--- config.mk ---
export PLATFORM = sky130hd
export DESIGN_NAME = load_store_unit
export DESIGN_NICKNAME = d
export VERILOG_FILES = /design/src/rtl/load_store_unit.sv
export SDC_FILE = /design/constraint.sdc
export NUM_CORES = 1
export LEC_CHECK = 0
export ABC_AREA = 1
export BUFFER_PORTS_ARGS = -buffer_cell sky130_fd_sc_hd__buf_4
export CELL_PAD_IN_SITES_DETAIL_PLACEMENT = 1
export CELL_PAD_IN_SITES_GLOBAL_PLACEMENT = 2
export CORE_ASPECT_RATIO = 1.1
export CORE_MARGIN = 5
export CORE_UTILIZATION = 28
export DETAILED_ROUTE_END_ITERATION = 16
export PLACE_DENSITY = 0.81
export SETUP_SLACK_MARGIN = 0.02
export SLEW_MARGIN = 20
export SYNTH_ARGS = -nofsm -noshare
export SYNTH_HDL_FRONTEND = slang
export SYNTH_SLANG_ARGS = --single-unit
--- constraint.sdc ---
create_clock -name clk -period 1.7 [get_ports clk]
set_input_delay 0.085 -clock clk [delete_from_list [all_inputs] [get_ports clk]]
set_output_delay 0.085 -clock clk [all_outputs]
set_load 0.1 [all_outputs]
--- src/rtl/load_store_unit.sv ---
// Data-side memory stage: one load/store at a time, word-aligned RAM accesses,
// read-modify-write for sub-word stores, sign/zero extension for sub-word loads.
module load_store_unit #(
  parameter int MEM_BYTES = 4096
) (
  input  logic        clk,
  input  logic        rst_n,
  input  logic        req_valid,
  output logic        req_ready,
  input  logic        req_we,
  input  logic [2:0]  req_funct3,
  input  logic [31:0] req_addr,
  input  logic [31:0] req_wdata,
  output logic        resp_valid,
  output logic [31:0] resp_rdata,
  output logic        resp_err,
  output logic        mem_en,
  output logic        mem_wr,
  output logic [31:0] mem_addr,
  output logic [31:0] mem_wdata,
  input  logic [31:0] mem_rdata
);

  typedef enum logic [2:0] {IDLE, RD, MERGE, WR, RESP} state_t;

  state_t      state, state_nxt;
  logic        we_q;
  logic [2:0]  funct3_q;
  logic [31:0] addr_q;
  logic [31:0] wdata_q;

  logic        accept;
  logic        fault;
  logic [4:0]  shamt;
  logic [31:0] shifted;
  logic [31:0] load_val;
  logic [31:0] lane_mask;
  logic [31:0] merged;

  assign accept = req_valid && req_ready;

  always_comb begin
    fault = 1'b0;
    if (req_funct3 == 3'b011 || req_funct3 == 3'b110 || req_funct3 == 3'b111) fault = 1'b1;
    if (req_we && req_funct3[2]) fault = 1'b1;
    if (req_funct3[1:0] == 2'b01 && req_addr[0]) fault = 1'b1;
    if (req_funct3[1:0] == 2'b10 && req_addr[1:0] != 2'b00) fault = 1'b1;
    if (req_addr >= 32'(MEM_BYTES)) fault = 1'b1;
  end

  // Sub-word accesses are aligned, so the byte-lane shift also positions halves.
  assign shamt     = {addr_q[1:0], 3'b000};
  assign shifted   = mem_rdata >> shamt;
  assign lane_mask = (funct3_q[0] ? 32'h0000_FFFF : 32'h0000_00FF) << shamt;
  assign merged    = (mem_rdata & ~lane_mask) | ((wdata_q << shamt) & lane_mask);

  always_comb begin
    case (funct3_q)
      3'b000:  load_val = {{24{shifted[7]}}, shifted[7:0]};
      3'b001:  load_val = {{16{shifted[15]}}, shifted[15:0]};
      3'b100:  load_val = {24'h0, shifted[7:0]};
      3'b101:  load_val = {16'h0, shifted[15:0]};
      default: load_val = mem_rdata;
    endcase
  end

  always_ff @(posedge clk or negedge rst_n) begin
    if (!rst_n) state <= IDLE;
    else        state <= state_nxt;
  end

  always_comb begin
    state_nxt  = state;
    req_ready  = 1'b0;
    resp_valid = 1'b0;
    mem_en     = 1'b0;
    mem_wr     = 1'b0;
    case (state)
      IDLE: begin
        req_ready = 1'b1;
        if (req_valid) begin
          if (fault)                                        state_nxt = RESP;
          else if (!req_we || req_funct3[1:0] != 2'b10)     state_nxt = RD;
          else                                              state_nxt = WR;
        end
      end
      RD: begin
        mem_en    = 1'b1;
        state_nxt = MERGE;
      end
      MERGE:   state_nxt = we_q ? WR : RESP;
      WR: begin
        mem_en    = 1'b1;
        mem_wr    = 1'b1;
        state_nxt = RESP;
      end
      RESP: begin
        resp_valid = 1'b1;
        state_nxt  = IDLE;
      end
      default: state_nxt = IDLE;
    endcase
  end

  always_ff @(posedge clk or negedge rst_n) begin
    if (!rst_n) begin
      we_q       <= 1'b0;
      funct3_q   <= 3'b000;
      addr_q     <= 32'h0;
      wdata_q    <= 32'h0;
      resp_rdata <= 32'h0;
      resp_err   <= 1'b0;
    end else begin
      if (accept) begin
        we_q     <= req_we;
        funct3_q <= req_funct3;
        addr_q   <= req_addr;
        wdata_q  <= req_wdata;
        if (fault) begin
          resp_rdata <= 32'h0;
          resp_err   <= 1'b1;
        end
      end
      // Sub-word stores reuse wdata_q to hold the merged word for the WR cycle.
      if (state == MERGE) begin
        if (we_q) begin
          wdata_q <= merged;
        end else begin
          resp_rdata <= load_val;
          resp_err   <= 1'b0;
        end
      end
      if (state == WR) begin
        resp_rdata <= 32'h0;
        resp_err   <= 1'b0;
      end
    end
  end

  assign mem_addr  = {addr_q[31:2], 2'b00};
  assign mem_wdata = wdata_q;

endmodule

Word level (Yosys, flattened, before mapping)
Index checks and enable logic that the tools add are counted.

cells by class
  magnitude comparators = 1
  equality and inequality tests = 14
  shift-type cells = 3
  mux-type cells = 29
  bitwise operators = 4
  reduce and logical (&&, ||, !) cells = 12

operators with widths
  kind                  count
  $mux 32               8
  $pmux 32 s4           1
  $and 32x32->32        2
  $ge 32x13->1 const B  1
  $not 32->32           1
  $or 32x32->32         1
  $shl 16x5->32         1
  $shl 32x5->32         1
  $shr 32x5->16         1
  $mux 16               1
  $eq 3x3->1 const B    5
  $mux 1                14
  $pmux 3 s4            1
  $eq 3x2->1 const B    3
  $mux 3                3
  $eq 3x1->1 const B    2
  $logic_not 3->1       2
  $logic_and 1x1->1     4
  $ne 2x2->1 const B    2
  $logic_or 1x1->1      3
  $eq 2x1->1 const B    1
  $eq 2x2->1 const B    1
  $mux 2                1
  $reduce_bool 2->1     1
  other kinds (2)       2

word-level totals
  flip-flop bits (word level) = 104
  input port bits = 103

Depth between registers and ports, before layout
  depth in word-level cells = 13
  depth in mapped cells = 13

Worst setup path before layout
OpenSTA, ideal clock, no wires.

  path kind = register -> output
  from = reg state[2]
  to = out resp_valid
  arrival time = 2.479 ns
  data required time = 1.615 ns
  setup slack = -0.864 ns
  stages on the path, launching flop included = 3
  path buffers = 0
  path through = dfrtp_1 -> inv_2 -> nor3_1

on the way
  longest elaborated chain between the ends = 2

RTL lines
  what                      line  source
  start: declaration        26    state_t state, state_nxt;
  start signal: assignment  69    else state <= state_nxt;
  $eq 3x3->1                78    case (state)
  $mux 1                    78
  end: declaration          14    output logic resp_valid,

No other way between the ends.

Worst setup path in the final report
  from = reg state[2]
  to = out mem_wr

on the way
  longest elaborated chain between the ends = 2

RTL lines
  what              line  source
  $eq 3x2->1        78
  $mux 1            78
  end: declaration  18    output logic mem_wr,

No other way between the ends.

==> metrics.txt <==
status completed; CTS tree built; minimum clock period between 1.5 and 2 ns; final period utilization 0.935; Final Max Slew Viols 0; Worst Skew about 0.009 ns; RSZ-0062 raised after global routing true; overall routed net length between 20000 and 30000 um; share of the synthesized area in the top cell type 0.412; initial antenna violation count 0; flops & latches, synth 104; Leak Pwr 4.57 nW; CP max FO 5; Setup-failing EPs final 0; Final WS setup 0.110 ns; DR WL/cell 18.4 um; Synth area leaders dfrtp_1 (41%), nand2_1 (15%), o21ai_0 (7.3%), inv_1 (5.6%), buf_4 (4.9%); Pre-Repair DR Iteration Count 5; most used flip-flop cell after synthesis dfrtp_1; setup TNS 0 ns; hold wc startpoint req_wdata[0]; number of global-route vias before repair 6892; Post-synth ARST share 1.00; placeable core area 22200 um^2; Placed Area 8070 um^2; crit path DAT about 1.5 ns; P&R area growth vs syn 42.5%; syn avg cell area 7.16 um^2; Num CTS Buffers 9; hold slack final 0.0107 ns; kind of critical path reg -> out; Mapped Cells 881; commonest non-fill, non-tap cell in the layout nand2_1; sequential-to-total area share from yosys stat 0.412; Max H-tree Level 3; fmax 0.629 GHz; fill count 2737; first-pass GRT wire length 39000 um; Hold Crit Class in -> reg; final HPWL from detailed placement between 15000 and 20000 um; die area 25600 um^2; biggest area consumer among synthesized cells dfrtp_1; DRC viols 0; Routed Antenna Nets 0; via count 6626; clock buffer depth 2; Detailed Route Iter0 Violations 333; FP Rows between 50 and 60; Inserted Diodes 0; Slew HR 0.642; pre-CTS setup slack -0.0193 ns; most frequent cells in the layout nand2_1 (257), buf_4 (232), dfrtp_1 (103); Die X-Extent 153 um; VDD IR max about 1.9 mV; yosys warns 0; max-cap violation count 0; CP Launch Point state[2]$_DFFE_PN0P_; CP startpoint kind register; I/O pins 204; Clock Pin Slew Worst Setup and Hold Paths 0.08 ns; PwrDens 2080 nW/um^2; clock sinks 104; chip height 167 um; layout cells sized above 1 0.279; nature of the critical path endpoint output port; Via density 4.76; pin count of the biggest net entering global routing 48; Overflow after GRT 0; Tot GR Track Use 0.191; origin of the critical flop-to-flop path state[1]$_DFFE_PN0P_; Yosys cell types 34; # nets final around 1200; Initial Util 0.284; synthesized area 6310 um^2; GP Congestion 0.862; fin area ~9000 um^2; clk root buf clkbuf_16; number of flops mapped to enable cells by yosys 0; Tightest Pin Transition 0.537 ns; critical path required time 1.62 ns; port buffer count 201; clk_lat worst skew 0.36 ns; Final Hold Fails 0
[cell families (layout without fill, tap and decap cells)]
logic type	Yosys count	count (layout)	synth area share
flops	104	104	0.412
buf+inv	187	401	0.145
other cells	1	2	0.000594
compound gates	188	188	0.164
mux	15	15	0.0238
simple gates	386	388	0.254
[path summary, 6_finish.rpt]
kind | end | slack, ns | cells after the start
max | mem_wr | 0.11 | 4
min | mem_wdata[0]$_DFF_PN0_ | 0.01 | 3
max reg2reg | resp_rdata[16]$_DFF_PN0_ | 0.12 | 10
min reg2reg | addr_q[2]$_DFFE_PN0P_ | 0.48 | 2
max in group asynchronous | addr_q[5]$_DFFE_PN0P_ | 0.69 | 3
min in group asynchronous | addr_q[10]$_DFFE_PN0P_ | 0.24 | 2
[stage by stage]
stage                     power [mW]  std cells  utilization
final                           18.7       1393        0.405
after global routing            19.6       1393        0.405
after CTS                       18.4       1379        0.395
after detailed placement        16.1       1329        0.364
after global placement          16.0       1329        0.364
after floorplan                 13.4        882            -
[area by class of cell]
cell class | instances | area (um^2) | share of cell area
Multi-Input combinational cell | 593 | 2870 | 0.320
Clock buffer | 10 | 229 | 0.0255
Tap cell | 295 | 369 | 0.0411
Inverter | 103 | 397 | 0.0441
Timing Repair Buffer | 282 | 2450 | 0.273
Sequential cell | 104 | 2600 | 0.290
Clock inverter | 6 | 66.3 | 0.00738
[synth_stat cells (7+ instances only)]
cell	instances
a21oi_1	54
buf_2	23
buf_4	41
clkbuf_1	16
dfrtp_1	104
inv_1	94
inv_2	7
mux2i_1	15
nand2_1	260
nand3_1	52
nor2_1	57
o211ai_1	16
o21ai_0	92
o21ai_1	11
o22ai_1	8
[critical path, stage by stage (launching register included)]
cell	delay, ns
dfrtp_1	0.41
buf_4	0.16
nor3_4	0.25
buf_12	0.16
buf_12	0.17
[power by group]
| group | switching [mW] | internal (mW) |
|---|---|---|
| clock network | 1.02 | 1.15 |
| logic | 9.52 | 3.03 |
| registers | 0.637 | 3.30 |
| total | 11.2 | 7.48 |
[repair_timing]
item | 4_1_cts | 5_1_grt
setup endpoints to repair | 4 | 67
gates cloned | 2 | 5
pin swaps | 1 | 5
buffers inserted | 2 | 9
hold buffers | 30 | 0
endpoints found under the hold margin | 61 | 0
resized for setup | 5 | 23
[per-layer routing]
layer	wire length, um	track usage	part of all wire
met1	10900	0.245	0.43
met2	12900	0.329	0.50
met3	1300	0.0364	0.051
met4	540	0.0515	0.021
met5	0	0	0
Power figures use the tool's default switching activity.
